<file path="config.mk">
export PLATFORM = sky130hd
export DESIGN_NAME = keypad_scan_debounce
export DESIGN_NICKNAME = d
export VERILOG_FILES = /design/src/rtl/keypad_scan_debounce.sv
export SDC_FILE = /design/constraint.sdc
export NUM_CORES = 1
export LEC_CHECK = 0
export ABC_AREA = 1
export CAP_MARGIN = 20
export CORE_MARGIN = 4
export CORE_UTILIZATION = 59
export DETAILED_ROUTE_END_ITERATION = 8
export PLACE_DENSITY = 0.92
export SYNTH_ARGS = -nofsm -noshare
export SYNTH_HDL_FRONTEND = slang
export SYNTH_SLANG_ARGS = --single-unit
</file>
<file path="constraint.sdc">
create_clock -name clock -period 7.8 [get_ports clock]
set_clock_uncertainty 0.1 [all_clocks]
set_input_delay 0.78 -clock clock [delete_from_list [all_inputs] [get_ports clock]]
set_output_delay 0.78 -clock clock [all_outputs]
set_load 0.1 [all_outputs]
</file>
<file path="src/rtl/keypad_scan_debounce.sv">
// -----------------------------------------------------------------------------
// keypad_scan_debounce
//
// Scans a 4x4 matrix keypad one column at a time and debounces the result.
// A new 16-bit key vector is committed only after DEBOUNCE_SCANS consecutive
// identical full scans. The committed vector feeds the 16-to-4 encoder /
// seven-segment path.
//
// Ports
//   clock      in   1   system clock, rising edge
//   reset      in   1   asynchronous, active-high; clears all state
//   row        in   4   keypad rows, active-low (0 = key on driven column closed)
//   col        out  4   column drive, active-low, exactly one bit low
//   keys       out  16  debounced key vector, bit = row*4 + col, 1 = pressed
//   key_press  out  1   one-cycle pulse when a commit adds a newly pressed key
//   multi_key  out  1   level, committed vector has more than one key set
//
// Parameters
//   SCAN_DIV        clocks per column dwell (>= 4)
//   DEBOUNCE_SCANS  identical full scans required to commit (>= 2)
// -----------------------------------------------------------------------------
module keypad_scan_debounce #(
   parameter int SCAN_DIV       = 1000,
   parameter int DEBOUNCE_SCANS = 4
) (
   input  logic        clock,
   input  logic        reset,
   input  logic [3:0]  row,
   output logic [3:0]  col,
   output logic [15:0] keys,
   output logic        key_press,
   output logic        multi_key
);

   localparam int PW = $clog2(SCAN_DIV);
   localparam int RW = $clog2(DEBOUNCE_SCANS + 1);

   localparam logic [PW-1:0] PRESC_MAX = PW'(SCAN_DIV - 1);
   localparam logic [RW-1:0] RUN_MAX   = RW'(DEBOUNCE_SCANS);

   // True when more than one bit of the vector is set (clearing the lowest
   // set bit leaves something behind).
   function automatic logic more_than_one(input logic [15:0] v);
      more_than_one = ((v & (v - 16'd1)) != 16'd0);
   endfunction

   // Registers and their next-state values
   logic [3:0]    row_meta_q, row_sync_q;
   logic [PW-1:0] presc_q,    presc_d;
   logic [1:0]    col_idx_q,  col_idx_d;
   logic [3:0]    col_q,      col_d;
   logic [15:0]   scan_q,     scan_d;
   logic [15:0]   prev_q,     prev_d;
   logic [RW-1:0] run_q,      run_d;
   logic [15:0]   keys_q,     keys_d;
   logic          press_q,    press_d;
   logic          multi_q,    multi_d;

   // Combinational helpers
   logic          tick_s;
   logic [3:0]    col_onehot_s;
   logic [15:0]   col_mask_s;
   logic [15:0]   row_bits_s;
   logic [15:0]   scan_full_s;
   logic [RW-1:0] run_next_s;

   // Sample window position, and the scan vector with the current column's
   // rows merged in (this is what gets stored on tick; at c==3 it is the
   // complete scan being evaluated).
   always_comb begin
      tick_s       = (presc_q == PRESC_MAX);
      col_onehot_s = 4'b0001 << col_idx_q;
      col_mask_s   = {4{col_onehot_s}};
      // Each row's pressed state replicated across its 4-bit group; the
      // column mask then selects only the bit of the driven column.
      row_bits_s   = {{4{~row_sync_q[3]}}, {4{~row_sync_q[2]}},
                      {4{~row_sync_q[1]}}, {4{~row_sync_q[0]}}};
      scan_full_s  = (scan_q & ~col_mask_s) | (row_bits_s & col_mask_s);
      if (scan_full_s == prev_q) begin
         if (run_q == RUN_MAX) begin
            run_next_s = RUN_MAX;
         end else begin
            run_next_s = run_q + RW'(1);
         end
      end else begin
         run_next_s = RW'(1);
      end
   end

   // Next-state logic for scanning, debounce run and committed outputs.
   always_comb begin
      presc_d   = presc_q;
      col_idx_d = col_idx_q;
      col_d     = col_q;
      scan_d    = scan_q;
      prev_d    = prev_q;
      run_d     = run_q;
      keys_d    = keys_q;
      press_d   = 1'b0;
      multi_d   = multi_q;

      if (tick_s) begin
         presc_d   = {PW{1'b0}};
         col_idx_d = col_idx_q + 2'd1;
         col_d     = ~(4'b0001 << col_idx_d);
         scan_d    = scan_full_s;
         if (col_idx_q == 2'd3) begin
            prev_d = scan_full_s;
            run_d  = run_next_s;
            // Commit only on reaching the required run with a changed
            // vector; identical commits produce no output activity.
            if ((run_next_s == RUN_MAX) && (scan_full_s != keys_q)) begin
               keys_d  = scan_full_s;
               press_d = |(scan_full_s & ~keys_q);
               multi_d = more_than_one(scan_full_s);
            end else begin
               keys_d  = keys_q;
            end
         end else begin
            prev_d = prev_q;
         end
      end else begin
         presc_d = presc_q + PW'(1);
      end
   end

   // Row synchronizer; idles high so an open keypad reads as no keys.
   always_ff @(posedge clock or posedge reset) begin
      if (reset) begin
         row_meta_q <= 4'b1111;
         row_sync_q <= 4'b1111;
      end else begin
         row_meta_q <= row;
         row_sync_q <= row_meta_q;
      end
   end

   // Scan, debounce and output state.
   always_ff @(posedge clock or posedge reset) begin
      if (reset) begin
         presc_q   <= {PW{1'b0}};
         col_idx_q <= 2'd0;
         col_q     <= 4'b1110;
         scan_q    <= 16'h0000;
         prev_q    <= 16'h0000;
         run_q     <= {RW{1'b0}};
         keys_q    <= 16'h0000;
         press_q   <= 1'b0;
         multi_q   <= 1'b0;
      end else begin
         presc_q   <= presc_d;
         col_idx_q <= col_idx_d;
         col_q     <= col_d;
         scan_q    <= scan_d;
         prev_q    <= prev_d;
         run_q     <= run_d;
         keys_q    <= keys_d;
         press_q   <= press_d;
         multi_q   <= multi_d;
      end
   end

   assign col       = col_q;
   assign keys      = keys_q;
   assign key_press = press_q;
   assign multi_key = multi_q;

endmodule

</file>
Word-level counts from Yosys, hierarchy flattened
Index checks and enable logic that the tools add are counted.
{"block": "classes", "shift": 2, "n_mux": 6, "n_reduce_logical": 5, "order_cmp": 0, "bitwise_logic": 12, "mul": 0, "n_div": 0, "n_addsub": 4, "n_eq_ne": 6}
{"op": "16-bit AND", "count": 4}
{"op": "16-bit inverter", "count": 2}
{"op": "16-bit equality test", "count": 1}
{"op": "16-bit inequality test", "count": 1}
{"op": "16-bit bitwise OR", "count": 1}
{"op": "16-bit nonzero test", "count": 1}
{"op": "16-bit OR reduction", "count": 1}
{"op": "16-bit by 1-bit subtractor with 16-bit output (second input constant)", "count": 1}
{"op": "10-bit by 1-bit adder with 10-bit output (second input constant)", "count": 1}
{"op": "10-bit equality test (second input constant)", "count": 1}
{"op": "10-bit two-way mux", "count": 1}
{"op": "1-bit by 2-bit left shift with 4-bit output (first input constant)", "count": 2}
{"op": "3-bit equality test (second input constant)", "count": 2}
{"op": "3-bit two-way mux", "count": 2}
{"op": "1-bit inverter", "count": 4}
{"op": "4-bit inverter", "count": 1}
{"op": "3-bit by 1-bit adder with 3-bit output (second input constant)", "count": 1}
{"op": "1-bit two-way mux", "count": 3}
{"op": "3-bit AND reduction", "count": 1}
{"op": "2-bit by 1-bit adder with 2-bit output (second input constant)", "count": 1}
{"op": "2-bit equality test (second input constant)", "count": 1}
{"op": "2-bit AND reduction", "count": 1}
{"op": "1-bit logical AND", "count": 1}
{"block": "totals", "n_memories": 0, "input_bits": 6, "out_inout_bits": 22, "latchBits": 0, "mem_bits_rw": 0, "romBits": 0, "reg_bits": 77}

Depth between registers and ports, before layout
Gate-level depths: netlist of the first run.
{"block": "logic_depth", "word_depth": 11, "mapped_depth": 16, "depth_no_buf": 15}

Worst setup path before layout of the first run
No wires, ideal clock.
{"block": "synth_path", "kind": "flip-flop to flip-flop", "start": "register col_idx_q[0]", "end": "register keys_q[0], in the netlist keys[0]", "stages_incl_launch_ff": 16, "required_ps": 7580, "setup_time_ps": 120, "slack_ps": 5230, "period_less_slack_ps": 2570, "arrival_time_ps": 2350, "cell_sequence": "dfrtp_1 > inv_1 > ha_1 > buf_6 > o21ai_4 > inv_1 > ha_1 > nand4_1 > or2_2 > o21bai_1 > nor2_4 > inv_2 > nor2_8 > buf_8 > nand2_1 > nand2_1"}
{"block": "synth_via", "elab_chain_len": 9, "word_cells_on_any_way": 12, "cone_classes": "4 x eq/ne; 1 x shift; 1 x mux; 4 x bitwise; 2 x reduce/logical"}
{"item": "from (decl)", "line": "50", "rtl": "logic [1:0] col_idx_q, col_idx_d;"}
{"item": "from (signal assigned)", "line": "152", "rtl": "col_idx_q <= col_idx_d;"}
{"item": "1-bit by 2-bit left shift with 4-bit output *", "line": "72", "rtl": "col_onehot_s = 4'b0001 << col_idx_q;"}
{"item": "16-bit inverter", "line": "78", "rtl": "scan_full_s = (scan_q & ~col_mask_s) | (row_bits_s & col_mask_s);"}
{"item": "16-bit AND", "line": "78"}
{"item": "16-bit bitwise OR *", "line": "78"}
{"item": "via scan_full_s[4]", "line": "64", "rtl": "logic [15:0] scan_full_s;"}
{"item": "16-bit equality test", "line": "79", "rtl": "if (scan_full_s == prev_q) begin"}
{"item": "3-bit two-way mux", "line": "79"}
{"item": "3-bit equality test", "line": "112", "rtl": "if ((run_next_s == RUN_MAX) && (scan_full_s != keys_q)) begin"}
{"item": "1-bit logical AND *", "line": "112"}
{"item": "3-bit AND reduction (no line) *"}
{"item": "to (signal assigned)", "line": "157", "rtl": "keys_q <= keys_d;"}
{"item": "to (decl)", "line": "55", "rtl": "logic [15:0] keys_q, keys_d;"}
Mark *: on every way through the listed nets, which the timed path passes. The rest lies on a longest branch.
A chain may end at the register's enable or synchronous reset.

Worst setup path in the final report of the first run
{"block": "layout_path", "start": "register presc_q[0]", "end": "register keys_q[6], in the netlist keys[6]"}
{"block": "layout_via", "elab_chain_len": 2}
{"item": "from (decl)", "line": "49", "rtl": "logic [PW-1:0] presc_q, presc_d;"}
{"item": "from (signal assigned)", "line": "141", "rtl": "presc_q <= {PW{1'b0}};"}
{"item": "from (signal assigned)", "line": "151", "rtl": "presc_q <= presc_d;"}
{"item": "10-bit equality test", "line": "71", "rtl": "tick_s = (presc_q == PRESC_MAX);"}
{"item": "3-bit AND reduction (no line)"}
Every way passes these cells.

==> results of run 1 <==
[power breakdown]
group | leakage, nW | total, mW | internal (mW) | switching, mW
combinational | 1.26 | 0.0293 | 0.00907 | 0.0202
clock | 0.110 | 0.322 | 0.180 | 0.142
sequential | 1.02 | 0.405 | 0.403 | 0.00237
total | 2.39 | 0.757 | 0.592 | 0.165
[through the flow]
stage / instances / area, µm² / util [%] / setup WS (ns)
6_report: 659 / 4753 / 68.82 / 4.601
2_1_floorplan: 533 / 4243 / - / 4.972
3_3_place_gp: 643 / 4538 / 65.71 / 4.836
4_1_cts: 659 / 4753 / 68.82 / 4.614
5_1_grt: 659 / 4753 / 68.82 / 4.227
3_5_place_dp: 643 / 4538 / 65.71 / 4.642
[logic make-up (layout without fill, tap and decap cells)]
kind of cell / after synthesis / after routing / share of synthesized area, %
compound gates: 69 / 69 / 8.759
flops: 77 / 77 / 45.74
buf+inv: 71 / 101 / 7.460
fa+ha+maj: 24 / 24 / 7.078
xor+xnor: 16 / 16 / 3.303
simple gates: 276 / 276 / 27.66
[state kept, by name, summed over array words and instances (netlist names), 3 cells and up]
register / flops
keys: 16
prev_q: 16
scan_q: 16
presc_q: 10
col: 4
row_meta_q: 4
row_sync_q: 4
run_q: 3
[synth_stat cells (all sizes together)]
library cell | n | area share (%)
inv | 57 | 5.0
o21bai | 1 | 0.18
o22ai | 2 | 0.29
dfrtp | 66 | 39
nand2 | 208 | 19
a21oi | 5 | 0.59
xnor2 | 2 | 0.41
nor4 | 4 | 0.59
nand3 | 9 | 1.5
and3 | 1 | 0.15
nand4 | 4 | 0.94
buf | 8 | 1.9
xor2 | 14 | 2.9
dfstp | 11 | 6.8
clkbuf | 6 | 0.53
a211oi | 1 | 0.18
ha | 24 | 7.1
nor2 | 47 | 5.1
nor3 | 2 | 0.24
o21ai | 60 | 7.5
or2 | 1 | 0.15
[cell type report]
| type | instances | share of cell area (%) |
|---|---|---|
| multi-input cells | 385 | 41.77 |
| repair buffers | 28 | 5.844 |
| clock inverters | 6 | 1.843 |
| flip-flops and latches | 77 | 40.83 |
| clock buffers | 10 | 2.685 |
| well taps | 96 | 2.527 |
| inverters | 57 | 4.501 |
[per-layer routing]
| layer | vias to the layer above | part of all wire, % | wire (µm) | global-route usage [%] |
|---|---|---|---|---|
| li1 | 1720 | - | - | - |
| met4 | 0 | 4.1 | 363 | 11.11 |
| met3 | 36 | 6.6 | 586 | 5.361 |
| met1 | 1588 | 42 | 3768 | 28.29 |
| met2 | 132 | 47 | 4227 | 36.35 |
| met5 | - | 0 | 0 | 0 |
[path summary, 6_finish.rpt]
check                                        startpoint                        to  slack [ns]  cells past startpoint
min in group asynchronous                         reset       keys[4]$_DFFE_PP0P_        0.94                      3
worst min-delay path            row_meta_q[1]$_DFF_PP1_   row_sync_q[1]$_DFF_PP1_        0.26                      0
worst max-delay path               presc_q[0]$_DFF_PP0_       keys[6]$_DFFE_PP0P_        4.60                     10
max in group asynchronous                         reset  col_idx_q[0]$_DFFE_PP0N_        6.08                      3
worst max register to register     presc_q[0]$_DFF_PP0_       keys[6]$_DFFE_PP0P_        4.60                     10
worst min register to register  row_meta_q[1]$_DFF_PP1_   row_sync_q[1]$_DFF_PP1_        0.26                      0
==> reports/qor.csv, run 1 <==
stage,metric,value,unit
finish,share of cells above drive strength 1,9.591,%
sta,fin crit period,3.199,ns
finish,Final Net Count,588,
finish,fill count,538,
worst_setup_path,CP max stage cell,nor2_2,
routing,"antenna viol nets, final",0,
place,Port Buf Inserts,27,
synth,syn_nets,563,
cts,hold-fix buffers at CTS,0,
worst_setup_path,Worst path max stage delay,0.79,ns
synth,Netlist cell types,36,
finish,Reg area,1941,µm²
place,Post-DP HPWL,6.516,mm
min_path,min-delay worst type,reg -> reg,
worst_setup_path,Setup CP Type,reg -> reg,
worst_setup_path,CP bufs+invs,0,
finish,"most common cell after layout, fill and taps aside",nand2_1,
sta,headroom to the max-slew limit,35.08,%
synth,YS warnings,0,
floorplan,die area,8612,µm²
finish,P&R area growth vs syn,12.03,%
pwr,peak supply drop,0.0001772,V
cts,Sink Count,77,
pwr,Power Dens Cells,159.2,nW/µm²
routing,DR WL/cell,13.58,µm
floorplan,Placeable Area,6907,µm²
sta,Fin. Hold Viols,0,
worst_setup_path,element type at the critical path end,register,
global_route,vias in the first global route,3379,
synth,mapped cell area,4243,µm²
cts,Worst-Skew Late Latency,0.35,ns
worst_setup_path,family with the most delay on the worst path,simple AND/OR/NAND/NOR gates,
routing,Via Count,3476,
sta,setup TNS,0,ns
cts,CTS max path bufs,2,
cts,Inserted Clock Buffers,9,
routing,DR iter-0 viols,255,
routing,vias per std cell,5.275,
finish,Multi-input gate area,1986,µm²
floorplan,Die Span Y,92.80,µm
cts,Post-CTS Resized,0,
routing,Pre-antenna DRT Iters,5,
floorplan,row count,30,
cts,root buffer cell,clkbuf_8,
run,Max Cap Viol,0,
worst_setup_path,CP Launch Type,register,
worst_setup_path,CP arrival,3.34,ns
sta,hold_ws,0.2588,ns
synth,"Seq/Total Area, Yosys",45.74,%
global_route,GRT Overall Usage,22.52,%
cts,CTS H-tree lvls,3,
run_status,status,completed,
synth,Avg Synthesized Cell Area,7.960,µm²
worst_setup_path,CP required,7.94,ns
sta,Final Setup Violations,0,
place,Final Wtd Congestion,0.9456,
routing,final wirelength,8.946,mm
sta,"Slew Viols, Final",0,
floorplan,DIE WIDTH,92.80,µm
synth,Cells after Synth,533,
global_route,initial antenna violation count,0,
routing,Remaining DRCs,0,
worst_setup_path,CP dominant cell by count,nand2_1,
sta,Worst-Margin Slew,0.9707,ns
cts,Clock transition at path regs,0.07,ns
global_route,grt total ovfl,0,
floorplan,I/O pins,28,
cts,CTS tree,built,
finish,most frequent cells in the layout,"200 x nand2_1, 66 x dfrtp_1, 56 x o21ai_0, 50 x inv_1, 42 x nor2_1",
pwr,total power,0.7567,mW
synth,"FF+latch count, synth",77,
finish,antenna fix cells,0,
sta,RSZ-0062 raised after global routing,no,
sta,Max Clk Rate,312.6,MHz
cts,Setup Buffers After CTS,0,
worst_setup_path,CP cell instances,"ha_1, nand2_1, nor2_1, nand3_2, nor2_2, nand2_2, nor2_4, nand4_4, nand2_1, nand2_1",
worst_setup_path,Crit Path Max Fanout,44,
pwr,Pleak,2.392,nW
floorplan,initial core utilization,61.43,%
global_route,first-pass GRT wire length,15.44,mm
global_route,largest net degree at the start of global routing,78,
sta,crit share post-route,41.02,%
No activity file was read; power rests on OpenSTA's default activity.
==> run 2, diff against run 1 <==
==> constraint.sdc (replaced) <==
create_clock -name clock -period 3.25 [get_ports clock]
set_clock_uncertainty 0.1 [all_clocks]
set_input_delay 0.325 -clock clock [delete_from_list [all_inputs] [get_ports clock]]
set_output_delay 0.325 -clock clock [all_outputs]
set_load 0.1 [all_outputs]
==> run 2 against run 1 <==
  * First-iteration DRC count grew 20%
  * Largest power group unchanged
  * Worst hold slack worse by 0.0066 ns
  * Combinational power rose to 2.6 times the previous value
==> reports/qor.csv, run 2 (synthesis gave the netlist of run 1 again) <==
stage,metric,value,unit
run_status,status,completed,
worst_setup_path,CP required,3.45,ns
worst_setup_path,element type at the critical path end,register,
pwr,Power Dens Cells,402.8,nW/µm²
run,Max Cap Viol,0,
cts,hold-fix buffers at CTS,0,
floorplan,die area,8612,µm²
sta,Max Clk Rate,337.3,MHz
pwr,Net Sw Power,0.4333,mW
worst_setup_path,Crit Path Max Fanout,18,
place,Port Buf Inserts,27,
sta,RSZ-0062 raised after global routing,no,
place,dpl cell area,4618,µm²
floorplan,I/O pins,28,
routing,Pre-antenna DRT Iters,9,
worst_setup_path,reg2reg path depth,13,
finish,Final Net Count,598,
worst_setup_path,R2R Setup Slk,0.29,ns
pwr,Sw Share,22.07,%
min_path,min-delay worst type,reg -> reg,
sta,Fin. Hold Viols,0,
sta,"Slew Viols, Final",0,
cts,root buffer cell,clkbuf_8,
routing,Via Count,3711,
worst_setup_path,CP Launch Type,register,
global_route,vias in the first global route,3652,
place,Post-DP HPWL,7.352,mm
cts,CTS H-tree lvls,3,
routing,DR iter-0 viols,305,
min_path,WHS Path Cells,0,
worst_setup_path,Setup CP Type,reg -> reg,
pwr,total power,1.963,mW
floorplan,Placeable Area,6907,µm²
worst_setup_path,reg2reg start,col_idx_q[0]$_DFFE_PP0N_,
cts,Sink Count,77,
floorplan,row count,30,
global_route,first-pass GRT wire length,17.10,mm
min_path,hold path startpoint,row_meta_q[0]$_DFF_PP1_,
floorplan,initial core utilization,61.43,%
cts,CTS max path bufs,2,
sta,Final WS setup,0.2854,ns
routing,Remaining DRCs,0,
pwr,peak supply drop,0.0003516,V
finish,"most common cell after layout, fill and taps aside",nand2_1,
sta,Final Setup Violations,0,
place,Placed Cells,653,
pwr,cell internal pwr,1.530,mW
finish,"Core Util, Final",70.58,%
global_route,GRT Overall Usage,25.49,%
floorplan,Die Span Y,92.80,µm
pwr,clock power share,46.5,%
cts,Clock transition at path regs,0.09,ns
sta,hold_ws,0.2521,ns
cts,CTS tree,built,
floorplan,DIE WIDTH,92.80,µm
place,Final Wtd Congestion,0.9073,
sta,crit share post-route,91.22,%
finish,cell area after layout,4875,µm²
finish,most frequent cells in the layout,"200 x nand2_1, 66 x dfrtp_1, 56 x o21ai_0, 50 x inv_1, 42 x nor2_1",
routing,final wirelength,10.31,mm
finish,fin cells,669,
finish,share of cells above drive strength 1,12.04,%
global_route,grt total ovfl,0,
worst_setup_path,Crit Reg-Reg Endpoint,keys[12]$_DFFE_PP0P_,
pwr,Combinational Power Share,3.9,%
routing,vias per std cell,5.547,
worst_setup_path,CP arrival,3.16,ns
global_route,initial antenna violation count,0,
pwr,Pleak,2.468,nW
global_route,largest net degree at the start of global routing,44,
routing,"antenna viol nets, final",0,
place,dpl ws,0.3593,ns
sta,Worst-Margin Slew,0.9719,ns
sta,headroom to the max-slew limit,35.01,%
cts,Inserted Clock Buffers,9,
finish,P&R area growth vs syn,14.89,%
sta,setup TNS,0,ns
min_path,hold path endpoint,row_sync_q[0]$_DFF_PP1_,
finish,antenna fix cells,0,
cts,Worst-Skew Late Latency,0.36,ns
sta,fin crit period,2.965,ns
pwr,sequential power share,49.5,%
routing,DR WL/cell,15.41,µm
-- run 2: cell count changes in the layout (fill, tap and decap cells not counted), sizes merged --
cell,previous run,this run
buf,1,14
bufinv,2,3
clkdlybuf4s50,27,24
clkinv,4,1
inv,57,59
-- run 2: layer usage --
| layer | part of all wire, % | track usage [%] | up-vias |
|---|---|---|---|
| li1 | - | - | 1737 |
| met1 | 39 | 29.87 | 1730 |
| met2 | 49 | 41.81 | 193 |
| met3 | 7.7 | 7.636 | 51 |
| met4 | 4.0 | 13.80 | 0 |
| met5 | 0 | 0 | - |
-- run 2: critical path: stages, from the launching register on --
cell and delay, ns:
dfrtp_1 0.42, inv_1 0.14, ha_1 0.51, inv_1 0.16, nand2_1 0.10, nand2_2 0.11, ha_1 0.31, nand4_1 0.08
or2_2 0.28, o21bai_1 0.21, nor2_4 0.07, nand4_4 0.21, nand2_1 0.10, nand2_1 0.09
-- run 2: power groups by stage --
stage               logic [mW]  registers [mW]  clock network, mW
finish                  0.0774           0.972              0.914
global route            0.0869           0.973              0.968
CTS                     0.0775           0.972              0.926
detailed placement      0.0770           0.990                  0
global placement        0.0755           0.990                  0
floorplan               0.0498           0.989                  0
-- run 2: final cells by class --
| class | instances | area (µm²) |
|---|---|---|
| Fill cell | 538 | 2032 |
| Multi-Input combinational cell | 385 | 1988 |
| Sequential cell | 77 | 1941 |
| Timing Repair Buffer | 38 | 357.8 |
| Inverter | 57 | 214.0 |
| Clock buffer | 10 | 137.6 |
| Tap cell | 96 | 120.1 |
| Clock inverter | 6 | 116.4 |
-- run 2: how the worst max path moves through the flow --
stage | from | end | slack, ns | depth (start not counted)
after floorplan | col_idx_q[0]$_DFFE_PP0N_ | keys[0]$_DFFE_PP0P_ | 0.68 | 15
after global placement | col_idx_q[1]$_DFFE_PP0N_ | keys[2]$_DFFE_PP0P_ | 0.45 | 14
after detailed placement | col_idx_q[0]$_DFFE_PP0N_ | keys[0]$_DFFE_PP0P_ | 0.36 | 13
after CTS | col_idx_q[1]$_DFFE_PP0N_ | keys[0]$_DFFE_PP0P_ | 0.29 | 13
after global routing | col_idx_q[0]$_DFFE_PP0N_ | keys[12]$_DFFE_PP0P_ | 0.03 | 14
final | col_idx_q[0]$_DFFE_PP0N_ | keys[12]$_DFFE_PP0P_ | 0.29 | 13
-- run 2: timing repair --
item,in CTS,in global routing
gates resized for setup,0,1
buffers inserted,0,0
setup endpoints to repair,0,2
==> run 3, diff against run 2 <==
--- a/config.mk
+++ b/config.mk
@@ -8,9 +8,9 @@
 export ABC_AREA = 1
 export CAP_MARGIN = 20
 export CORE_MARGIN = 4
-export CORE_UTILIZATION = 59
+export CORE_UTILIZATION = 45
 export DETAILED_ROUTE_END_ITERATION = 8
-export PLACE_DENSITY = 0.92
+export PLACE_DENSITY = 0.78
 export SYNTH_ARGS = -nofsm -noshare
 export SYNTH_HDL_FRONTEND = slang
 export SYNTH_SLANG_ARGS = --single-unit
==> constraint.sdc (replaced) <==
create_clock -name clock -period 2.5 [get_ports clock]
set_clock_uncertainty 0.1 [all_clocks]
set_input_delay 0.25 -clock clock [delete_from_list [all_inputs] [get_ports clock]]
set_output_delay 0.25 -clock clock [all_outputs]
set_load 0.1 [all_outputs]
==> run 3 against run 2 <==
  * Power is 19% higher
  * Flip-flop and latch count stayed put
  * Cell count is 9.7% higher
  * Design area is 12% higher
  * Non-clock buffer count is 47 higher
  * Critical path type unchanged
  * Critical endpoint is now keys[10]$_DFFE_PP0P_
  * Largest cell class unchanged
==> reports/qor.csv, run 3 (synthesis gave the netlist of run 1 again) <==
stage,metric,value,unit
run,Max Cap Viol,0,
finish,"most common cell after layout, fill and taps aside",nand2_1,
worst_setup_path,Setup CP Type,reg -> reg,
worst_setup_path,reg2reg start,col_idx_q[0]$_DFFE_PP0N_,
sta,Fin. Hold Viols,0,
routing,DR WL/cell,14.85,µm
floorplan,initial core utilization,46.14,%
worst_setup_path,reg2reg path depth,14,
place,Post-DP HPWL,7.709,mm
sta,fin crit period,2.474,ns
global_route,grt total ovfl,0,
sta,Worst-Margin Slew,0.5802,ns
sta,hold_ws,0.1539,ns
worst_setup_path,CP required,2.64,ns
cts,Worst-Skew Late Latency,0.35,ns
floorplan,die area,11050,µm²
finish,P&R area growth vs syn,28.22,%
cts,CTS tree,built,
cts,CTS max path bufs,2,
worst_setup_path,R2R Setup Slk,0.03,ns
global_route,largest net degree at the start of global routing,44,
min_path,min-delay worst type,in -> async,
place,dpl cell area,4833,µm²
pwr,peak supply drop,0.0003178,V
global_route,vias in the first global route,3674,
routing,final wirelength,10.90,mm
floorplan,Die Span Y,105.1,µm
sta,headroom to the max-slew limit,61.28,%
routing,"antenna viol nets, final",0,
routing,Via Count,3746,
pwr,Pleak,2.750,nW
global_route,GRT Overall Usage,20.34,%
cts,Inserted Clock Buffers,9,
routing,DR iter-0 viols,174,
sta,crit share post-route,98.97,%
cts,CTS H-tree lvls,3,
sta,"Slew Viols, Final",0,
routing,vias per std cell,5.104,
worst_setup_path,Crit Reg-Reg Endpoint,keys[10]$_DFFE_PP0P_,
finish,Reg area,1942,µm²
run_status,status,completed,
pwr,Power Dens Cells,430.1,nW/µm²
place,Final Wtd Congestion,0.9000,
sta,Max Clk Rate,404.2,MHz
floorplan,Placeable Area,9196,µm²
finish,Final Net Count,648,
cts,root buffer cell,clkbuf_8,
worst_setup_path,Crit Path Max Fanout,6,
global_route,first-pass GRT wire length,18.18,mm
finish,Multi-input gate area,2222,µm²
worst_setup_path,CP Launch Type,register,
finish,antenna fix cells,0,
finish,most frequent cells in the layout,"191 x nand2_1, 66 x buf_4, 65 x dfrtp_1, 50 x o21ai_0, 42 x inv_1",
sta,Final Setup Violations,0,
finish,fill count,779,
routing,Remaining DRCs,0,
finish,share of cells above drive strength 1,27.13,%
worst_setup_path,element type at the critical path end,register,
global_route,initial antenna violation count,0,
routing,Pre-antenna DRT Iters,5,
place,Port Buf Inserts,27,
cts,Sink Count,77,
floorplan,DIE WIDTH,105.1,µm
floorplan,row count,35,
cts,Clock transition at path regs,0.08,ns
floorplan,I/O pins,28,
sta,RSZ-0062 raised after global routing,yes,
worst_setup_path,CP arrival,2.61,ns
finish,cell area after layout,5440,µm²
[run 3: timing repair]
action,4_1_cts,5_1_grt
setup buffers,4,12
hold buffers,0,0
pin swaps,6,30
endpoints found under the setup margin,18,19
resized for setup,10,52
gates cloned,3,1
[run 3: through the flow]
| stage | std cells | TNS (ns) | setup WS (ns) | power, mW | utilization, % |
|---|---|---|---|---|---|
| floorplan | 533 | 0 | 0.003089 | 1.351 | - |
| finish | 734 | 0 | 0.02584 | 2.340 | 59.16 |
| detailed placement | 698 | -0.5300 | -0.04604 | 1.397 | 52.56 |
| global placement | 698 | -0.04081 | -0.04081 | 1.397 | 52.56 |
| CTS | 721 | 0 | 0.001525 | 2.358 | 55.78 |
| global route | 734 | -0.8888 | -0.08294 | 2.444 | 59.16 |
[run 3: worst max-delay path by stage]
stage,end,startpoint
global placement,multi_key$_DFFE_PP0P_,col_idx_q[0]$_DFFE_PP0N_
global route,keys[6]$_DFFE_PP0P_,col_idx_q[0]$_DFFE_PP0N_
CTS,keys[12]$_DFFE_PP0P_,col_idx_q[1]$_DFFE_PP0N_
detailed placement,keys[3]$_DFFE_PP0P_,col_idx_q[0]$_DFFE_PP0N_
floorplan,keys[0]$_DFFE_PP0P_,col_idx_q[0]$_DFFE_PP0N_
finish,keys[10]$_DFFE_PP0P_,col_idx_q[0]$_DFFE_PP0N_
[run 3: final cells by class]
| class | count | area share, % |
|---|---|---|
| inverter | 57 | 4.071 |
| clock buffer | 11 | 2.599 |
| clock inverter | 5 | 1.104 |
| multi-input combinational | 388 | 40.85 |
| timing repair buffer | 85 | 13.13 |
| tap | 111 | 2.553 |
| sequential | 77 | 35.69 |
[run 3: critical path, stage by stage (launching register included)]
cell and delay [ns]:
dfrtp_2 0.47, buf_6 0.14, ha_4 0.16, buf_6 0.13, nand2_1 0.07, nand2_2 0.08, ha_1 0.28, nand4_1 0.10
or2_4 0.14, o21bai_4 0.06, nor2_4 0.20, buf_6 0.14, nand4_4 0.12, nand2_1 0.11, nand2_1 0.06
[run 3: where the power goes]
part           leakage (nW)  internal [mW]  total, mW  switching [mW]
combinational          1.64         0.0484      0.125          0.0761
clock                0.0878          0.488      0.951           0.463
sequential             1.02           1.26       1.26         0.00782
[run 3: metal layers]
| layer | GRT usage, % | part of all wire (%) | vias up |
|---|---|---|---|
| met5 | 0 | 0 | - |
| met4 | 7.591 | 3.1 | 0 |
| met3 | 3.088 | 4.2 | 28 |
| met2 | 33.73 | 49 | 113 |
| met1 | 26.87 | 44 | 1761 |
| li1 | - | - | 1844 |
